### src/rtl/sum_accum_if.sv
// sum_accum_if: handshake bundle for sum_accum_pipe.
//   Input side  : in_valid, in_ready, a, b, op (operand beat, valid/ready)
//   Output side : out_valid, out_ready, result, ovf, count (result beat, valid/ready)
// Modports:
//   master : the producer/consumer surrounding the block (drives operands, out_ready)
//   slave  : the accumulator block itself
interface sum_accum_if #(
  parameter int WIDTH = 8,
  parameter int ACC_W = 12
);
  logic             in_valid;
  logic             in_ready;
  logic [WIDTH-1:0] a;
  logic [WIDTH-1:0] b;
  logic [1:0]       op;
  logic             out_valid;
  logic             out_ready;
  logic [ACC_W-1:0] result;
  logic             ovf;
  logic [7:0]       count;

  modport master (
    output in_valid, a, b, op, out_ready,
    input  in_ready, out_valid, result, ovf, count
  );

  modport slave (
    input  in_valid, a, b, op, out_ready,
    output in_ready, out_valid, result, ovf, count
  );
endinterface

### src/rtl/sum_accum_pipe.sv
// sum_accum_pipe: two-stage pipelined pair-adder feeding a wide accumulator.
//   S1 registers psum = a + b (WIDTH+1 bits) and the opcode on an input accept.
//   S2 applies LOAD / ACC / SUB / CLR to the accumulator and presents the new
//   value with an overflow flag over an output valid/ready handshake.
// Ports:
//   clk   : rising-edge clock
//   rst_n : asynchronous active-low reset
//   bus   : sum_accum_if.slave (operand handshake in, result handshake out)
// Build option:
//   SUM_ACC_SATURATE_EN defined   -> ACC clamps to all-ones on carry, SUB clamps
//                                    to zero on borrow.
//   SUM_ACC_SATURATE_EN undefined -> modulo 2^ACC_W wrap.
//   In both builds ovf reports the carry/borrow of the op.
module sum_accum_pipe #(
  parameter int WIDTH = 8,
  parameter int ACC_W = 12
) (
  input  logic      clk,
  input  logic      rst_n,
  sum_accum_if.slave bus
);

  typedef enum logic [1:0] {
    OP_LOAD = 2'b00,
    OP_ACC  = 2'b01,
    OP_SUB  = 2'b10,
    OP_CLR  = 2'b11
  } op_e;

  // Stage 1 state
  logic             s1_valid;
  logic [WIDTH:0]   s1_psum;
  op_e              s1_op;

  // Stage 2 state; the accumulator register is also the visible result
  logic [ACC_W-1:0] acc;
  logic             ovf_q;
  logic             out_valid_q;
  logic [7:0]       count_q;

  logic             adv;
  logic             accept;
  logic             xfer;
  logic [ACC_W-1:0] psum_wide;
  logic [ACC_W:0]   sum_ext;
  logic [ACC_W:0]   diff_ext;
  logic [ACC_W-1:0] acc_next;
  logic             ovf_next;

  // S2 may take S1's beat whenever its output slot is empty or being drained.
  assign adv          = s1_valid && (!out_valid_q || bus.out_ready);
  // S1 can reload in the same cycle it hands its beat to S2.
  assign bus.in_ready = !s1_valid || adv;
  assign accept       = bus.in_valid && bus.in_ready;
  assign xfer         = out_valid_q && bus.out_ready;

  // ---------------------------------------------------------------- stage 1
  // NOTE: sequential state uses non-blocking assignments so every register
  // samples the pre-edge values of the others, independent of block order.
  always_ff @(posedge clk or negedge rst_n) begin
    if (!rst_n) begin
      s1_valid <= 1'b0;
      s1_psum  <= '0;
      s1_op    <= OP_LOAD;
    end else if (accept) begin
      s1_valid <= 1'b1;
      s1_psum  <= {1'b0, bus.a} + {1'b0, bus.b};
      s1_op    <= op_e'(bus.op);
    end else if (adv) begin
      s1_valid <= 1'b0;
    end
  end

  // ---------------------------------------------------------------- stage 2
  // One extra bit on both operands exposes carry (add) and borrow (subtract).
  assign psum_wide = ACC_W'(s1_psum);
  assign sum_ext   = {1'b0, acc} + {1'b0, psum_wide};
  assign diff_ext  = {1'b0, acc} - {1'b0, psum_wide};

  // NOTE: every variable assigned here gets a default first, so no path can
  // leave one unassigned and infer a latch.
  always_comb begin
    acc_next = acc;
    ovf_next = 1'b0;
    case (s1_op)
      OP_LOAD: acc_next = psum_wide;
      OP_ACC: begin
        ovf_next = sum_ext[ACC_W];
`ifdef SUM_ACC_SATURATE_EN
        acc_next = sum_ext[ACC_W] ? {ACC_W{1'b1}} : sum_ext[ACC_W-1:0];
`else
        acc_next = sum_ext[ACC_W-1:0];
`endif
      end
      OP_SUB: begin
        ovf_next = diff_ext[ACC_W];
`ifdef SUM_ACC_SATURATE_EN
        acc_next = diff_ext[ACC_W] ? '0 : diff_ext[ACC_W-1:0];
`else
        acc_next = diff_ext[ACC_W-1:0];
`endif
      end
      OP_CLR:  acc_next = '0;
      default: acc_next = acc;
    endcase
  end

  // A new advance overrides a same-cycle transfer so out_valid stays high and
  // the fresh result replaces the delivered one on the same edge.
  always_ff @(posedge clk or negedge rst_n) begin
    if (!rst_n) begin
      acc         <= '0;
      ovf_q       <= 1'b0;
      out_valid_q <= 1'b0;
    end else if (adv) begin
      acc         <= acc_next;
      ovf_q       <= ovf_next;
      out_valid_q <= 1'b1;
    end else if (xfer) begin
      out_valid_q <= 1'b0;
    end
  end

  // Delivered-result counter, wraps naturally at 8 bits.
  always_ff @(posedge clk or negedge rst_n) begin
    if (!rst_n) begin
      count_q <= '0;
    end else if (xfer) begin
      count_q <= count_q + 8'd1;
    end
  end

  assign bus.out_valid = out_valid_q;
  assign bus.result    = acc;
  assign bus.ovf       = ovf_q;
  assign bus.count     = count_q;

endmodule

### src/flat_wrapper.sv
// flat-port wrapper written by rule: the top's interface ports become plain ports
module sum_accum_pipe_flat 
#(
  parameter int WIDTH = 8,
  parameter int ACC_W = 12
)
  (clk, rst_n, bus_in_valid, bus_a, bus_b, bus_op, bus_out_ready, bus_in_ready, bus_out_valid, bus_result, bus_ovf, bus_count);
  sum_accum_if #(.WIDTH(WIDTH), .ACC_W(ACC_W)) bus_i ();
  input  logic clk;
  input  logic rst_n;
  input wire logic [$bits(bus_i.in_valid)-1:0] bus_in_valid;
  input wire logic [$bits(bus_i.a)-1:0] bus_a;
  input wire logic [$bits(bus_i.b)-1:0] bus_b;
  input wire logic [$bits(bus_i.op)-1:0] bus_op;
  input wire logic [$bits(bus_i.out_ready)-1:0] bus_out_ready;
  output wire logic [$bits(bus_i.in_ready)-1:0] bus_in_ready;
  output wire logic [$bits(bus_i.out_valid)-1:0] bus_out_valid;
  output wire logic [$bits(bus_i.result)-1:0] bus_result;
  output wire logic [$bits(bus_i.ovf)-1:0] bus_ovf;
  output wire logic [$bits(bus_i.count)-1:0] bus_count;
  assign bus_i.in_valid = bus_in_valid;
  assign bus_i.a = bus_a;
  assign bus_i.b = bus_b;
  assign bus_i.op = bus_op;
  assign bus_i.out_ready = bus_out_ready;
  assign bus_in_ready = bus_i.in_ready;
  assign bus_out_valid = bus_i.out_valid;
  assign bus_result = bus_i.result;
  assign bus_ovf = bus_i.ovf;
  assign bus_count = bus_i.count;
  sum_accum_pipe #(.WIDTH(WIDTH), .ACC_W(ACC_W)) u_core (.clk(clk), .rst_n(rst_n), .bus(bus_i));
endmodule
### config.mk
export PLATFORM = sky130hd
export DESIGN_NAME = sum_accum_pipe_flat
export DESIGN_NICKNAME = d
export VERILOG_FILES = /design/src/rtl/sum_accum_if.sv /design/src/rtl/sum_accum_pipe.sv /design/src/flat_wrapper.sv
export SDC_FILE = /design/constraint.sdc
export NUM_CORES = 1
export LEC_CHECK = 0
export CORE_MARGIN = 2
export CORE_UTILIZATION = 49
export CTS_BUF_LIST = sky130_fd_sc_hd__clkbuf_8
export DETAILED_ROUTE_END_ITERATION = 7
export HOLD_SLACK_MARGIN = 0.06
export PLACE_DENSITY = 0.77
export SETUP_SLACK_MARGIN = 0.15
export SYNTH_ARGS = -nofsm -noshare
export SYNTH_HDL_FRONTEND = slang
export SYNTH_SLANG_ARGS = --single-unit
### constraint.sdc
create_clock -name clk -period 2.1 [get_ports clk]
set_input_delay 0.42 -clock clk [delete_from_list [all_inputs] [get_ports clk]]
set_output_delay 0.42 -clock clk [all_outputs]
set_load 0.02 [all_outputs]
==> metrics.yaml <==
layout-drive-gt1-share_pct: 31.5
num_vias: 2948
cts_tree: "yes"
synth-edff-count: 0
grt_pass1_vias: 2844
status: "finished, violations left"
violations: "negative setup slack"
min_from: "u_core.bus.count[7]"
slew_headroom_pct: 69.5
start_util_pct: 50.1
drc: 0
hold_viol: 0
insertion_delay_ps: 300
grt_max_degree: 35
r2r_setup_slack_ps: -130
startpoint: "u_core.s1_psum[3]"
nNetsFinal: 486
htree_num_levels: 2
fill_cells: 445
min_period_ps: 2230
dieArea_mm2: 0.00661
grt_pass1_wl_um: 13300
fin_ws_ps: -130
pre_cts_slack_ps: -362
crit_fanout: 7
critPathCaptureType: "flop"
design.core.area_mm2: 0.00585
hold_depth: 1
die_y_um: 81.3
syn_area_mm2: 0.00293
die_w_um: 81.3
dr.pass1.iters: 5
n_antenna_cell: 0
syn_nets: 393
viasPerCell: 5.81
period_share_pct: 106
synthFlopType: "dfrtp_1"
antenna_found_initial: 0
overflow: 0
hpwl_um: 6210
critical_path.startpoint_type: "flop"
synth_area_per_cell_um2: 8.67
worstSetupPathType: "reg -> reg"
hold_buffers: 0
antenna_left: 0
globalRouteTotalUtil_pct: 26.0
synthArstFlopShare_pct: 100
clk_path_buf_depth: 2
path_clk_slew_ps: 90
cts.sinks: 34
worstReg2RegStart: "u_core.s1_psum[3]"
drv_slew: 0
fmax_mhz: 448
finClkSkew_ps: 14.9
drtIter0Drc: 224
hold_end: "u_core.bus.count[7]"
area_growth_pct: 46.1
reg2reg_to: "u_core.bus.result[11]"
syn_inst: 338
io_pins: 45
worstPathRequired_ps: 2280
post_drt_wl_per_cell_um: 16.6
post_synth_num_cell_types: 63
yosysWarnings: 0
wirelength_um: 8390
ir_worst_vdd_mv: 0.812
p_per_area_mw_per_mm2: 1360
worst_pin_slew_ps: 457
portBuffers: 44
ys_seq_area_share_pct: 29.0
power.leakage_nw: 1.84
utilization_pct: 73.2
place.gp.congestion: 0.934
worstPathArrival_ps: 2410
worstRegToRegCells: 8
clock_tree.root_cell: "clkbuf_8"
cap_violations: 0
setup_viol: 5
cts_buffers: 5
grt_setup_unrepaired: "true"
rows: 28
min-delay-path-class: "reg -> reg"
synth_seq_cells: 34
==> what timing repair did <==
item / in CTS / in global routing
setup buffers: 7 / 1
resized for setup: 36 / 21
pin swaps: 26 / 13
setup endpoints to repair: 13 / 16
==> worst max-delay path: stages (launching register included) <==
cell,delay [ps]
dfrtp_1,420
inv_2,60
ha_4,280
nor3_4,200
o21ai_2,110
a2111oi_4,380
o211ai_2,150
or2_0,210
a311o_1,300
==> state kept, by name, summed over array words and instances, names as in the netlist <==
| register | count |
|---|---|
| u_core.bus.count | 8 |
| u_core.s1_valid | 1 |
| u_core.s1_op | 2 |
| u_core.bus.out_valid | 1 |
| u_core.s1_psum | 9 |
| u_core.bus.ovf | 1 |
| u_core.bus.result | 12 |
==> kinds of logic (layout without fill, tap and decap cells) <==
kind of cell             Yosys count  after routing  synth area share [%]
flip-flops                        34             34                  29.0
buffers and inverters             42            136                  5.85
XOR/XNOR                          15             15                  4.48
multiplexers                       7              7                  2.56
AND/OR/NAND/NOR                  106            106                  18.0
adder cells (fa/ha/maj)           33             33                  14.9
AO/OA/AOI/OAI                    101            101                  25.2
==> cells in the mapped netlist, types with 2 or more instances <==
library cell | number | area [um^2]
dfrtp_1 | 34 | 851
ha_1 | 30 | 375
nand2_1 | 29 | 109
inv_1 | 27 | 101
nor2_1 | 24 | 90.1
a21oi_1 | 19 | 95.1
o21ai_0 | 16 | 80.1
nor3_1 | 10 | 50.1
nor2b_1 | 9 | 56.3
clkbuf_1 | 8 | 30.0
xnor2_1 | 8 | 70.1
xor2_1 | 7 | 61.3
nand2b_1 | 6 | 37.5
o21a_1 | 6 | 45.0
o31ai_1 | 6 | 45.0
a211oi_1 | 5 | 37.5
a31oi_1 | 5 | 31.3
nand3_1 | 5 | 25.0
a21o_1 | 4 | 30.0
buf_2 | 4 | 20.0
mux2_2 | 4 | 45.0
nand4_1 | 4 | 25.0
nor4_1 | 4 | 25.0
o21bai_1 | 4 | 30.0
o221ai_1 | 4 | 35.0
o31a_1 | 4 | 35.0
a221oi_1 | 3 | 26.3
and2_1 | 3 | 18.8
fa_1 | 3 | 60.1
mux2i_1 | 3 | 30.0
or3_1 | 3 | 18.8
a22oi_1 | 2 | 15.0
and3_1 | 2 | 12.5
o2111ai_1 | 2 | 17.5
o22ai_1 | 2 | 12.5
or2_2 | 2 | 12.5
==> cell type report <==
cell class                 instances  area [um^2]  area share, %
multi-input combinational        262         2210           51.7
tap                               75         93.8           2.19
inverter                          28          108           2.51
sequential                        34          861           20.1
timing repair buffer             100          868           20.3
clock buffer                       5         68.8           1.61
clock inverter                     3         68.8           1.61
==> cell usage in the layout (no fill, tap or decap), types with 6 or more instances in the layout <==
cell type / netlist / final
clkdlybuf4s50_1: 0 / 38
nand2_1: 29 / 29
o21ai_0: 16 / 12
dfrtp_1: 34 / 26
ha_1: 30 / 20
dfrtp_2: 0 / 8
inv_1: 27 / 17
xor2_1: 7 / 7
xnor2_1: 8 / 7
a21oi_1: 19 / 13
nor2_1: 24 / 23
inv_2: 0 / 9
ha_4: 0 / 8
nor3_1: 10 / 9
o21a_1: 6 / 6
buf_4: 0 / 54
nor2b_1: 9 / 6
nand2b_1: 6 / 6
==> per-stage QoR <==
step / hold WS, ps / area [um^2] / setup TNS (ps) / total power, W / std cells
2_1_floorplan: 124 / 3070 / -14.6 / 0.00332 / 338
3_3_place_gp: 457 / 3880 / -1170 / 0.00447 / 491
3_5_place_dp: 489 / 3880 / -1560 / 0.00454 / 491
4_1_cts: 507 / 4160 / -104 / 0.00555 / 506
5_1_grt: 512 / 4280 / -903 / 0.00619 / 507
6_report: 497 / 4280 / -294 / 0.00582 / 507
==> power by group <==
| group | internal, W | total, W | switching [W] | leakage (nW) |
|---|---|---|---|---|
| registers | 0.000872 | 0.00113 | 0.000259 | 0.402 |
| clock network | 0.000476 | 0.000757 | 0.000281 | 0.0683 |
| logic | 0.00190 | 0.00393 | 0.00203 | 1.37 |
==> layer usage <==
layer,vias to the layer above,GRT usage (%),wire [um]
met3,6,2.67,348
met2,89,45.1,4130
met1,1439,35.5,3850
li1,1414,-,-
met4,0,4.41,63
met5,-,0,0
==> worst max path at each step <==
stage | to | slack (ps) | cells after the start
global route | u_core.bus.result[11] | -230 | 8
detailed placement | u_core.s1_psum[8] | -360 | 10
finish | u_core.bus.result[11] | -130 | 8
floorplan | u_core.bus.result[11] | -10 | 8
global placement | u_core.s1_psum[8] | -290 | 10
CTS | u_core.bus.result[11] | -80 | 8
Power figures use the tool's default switching activity.
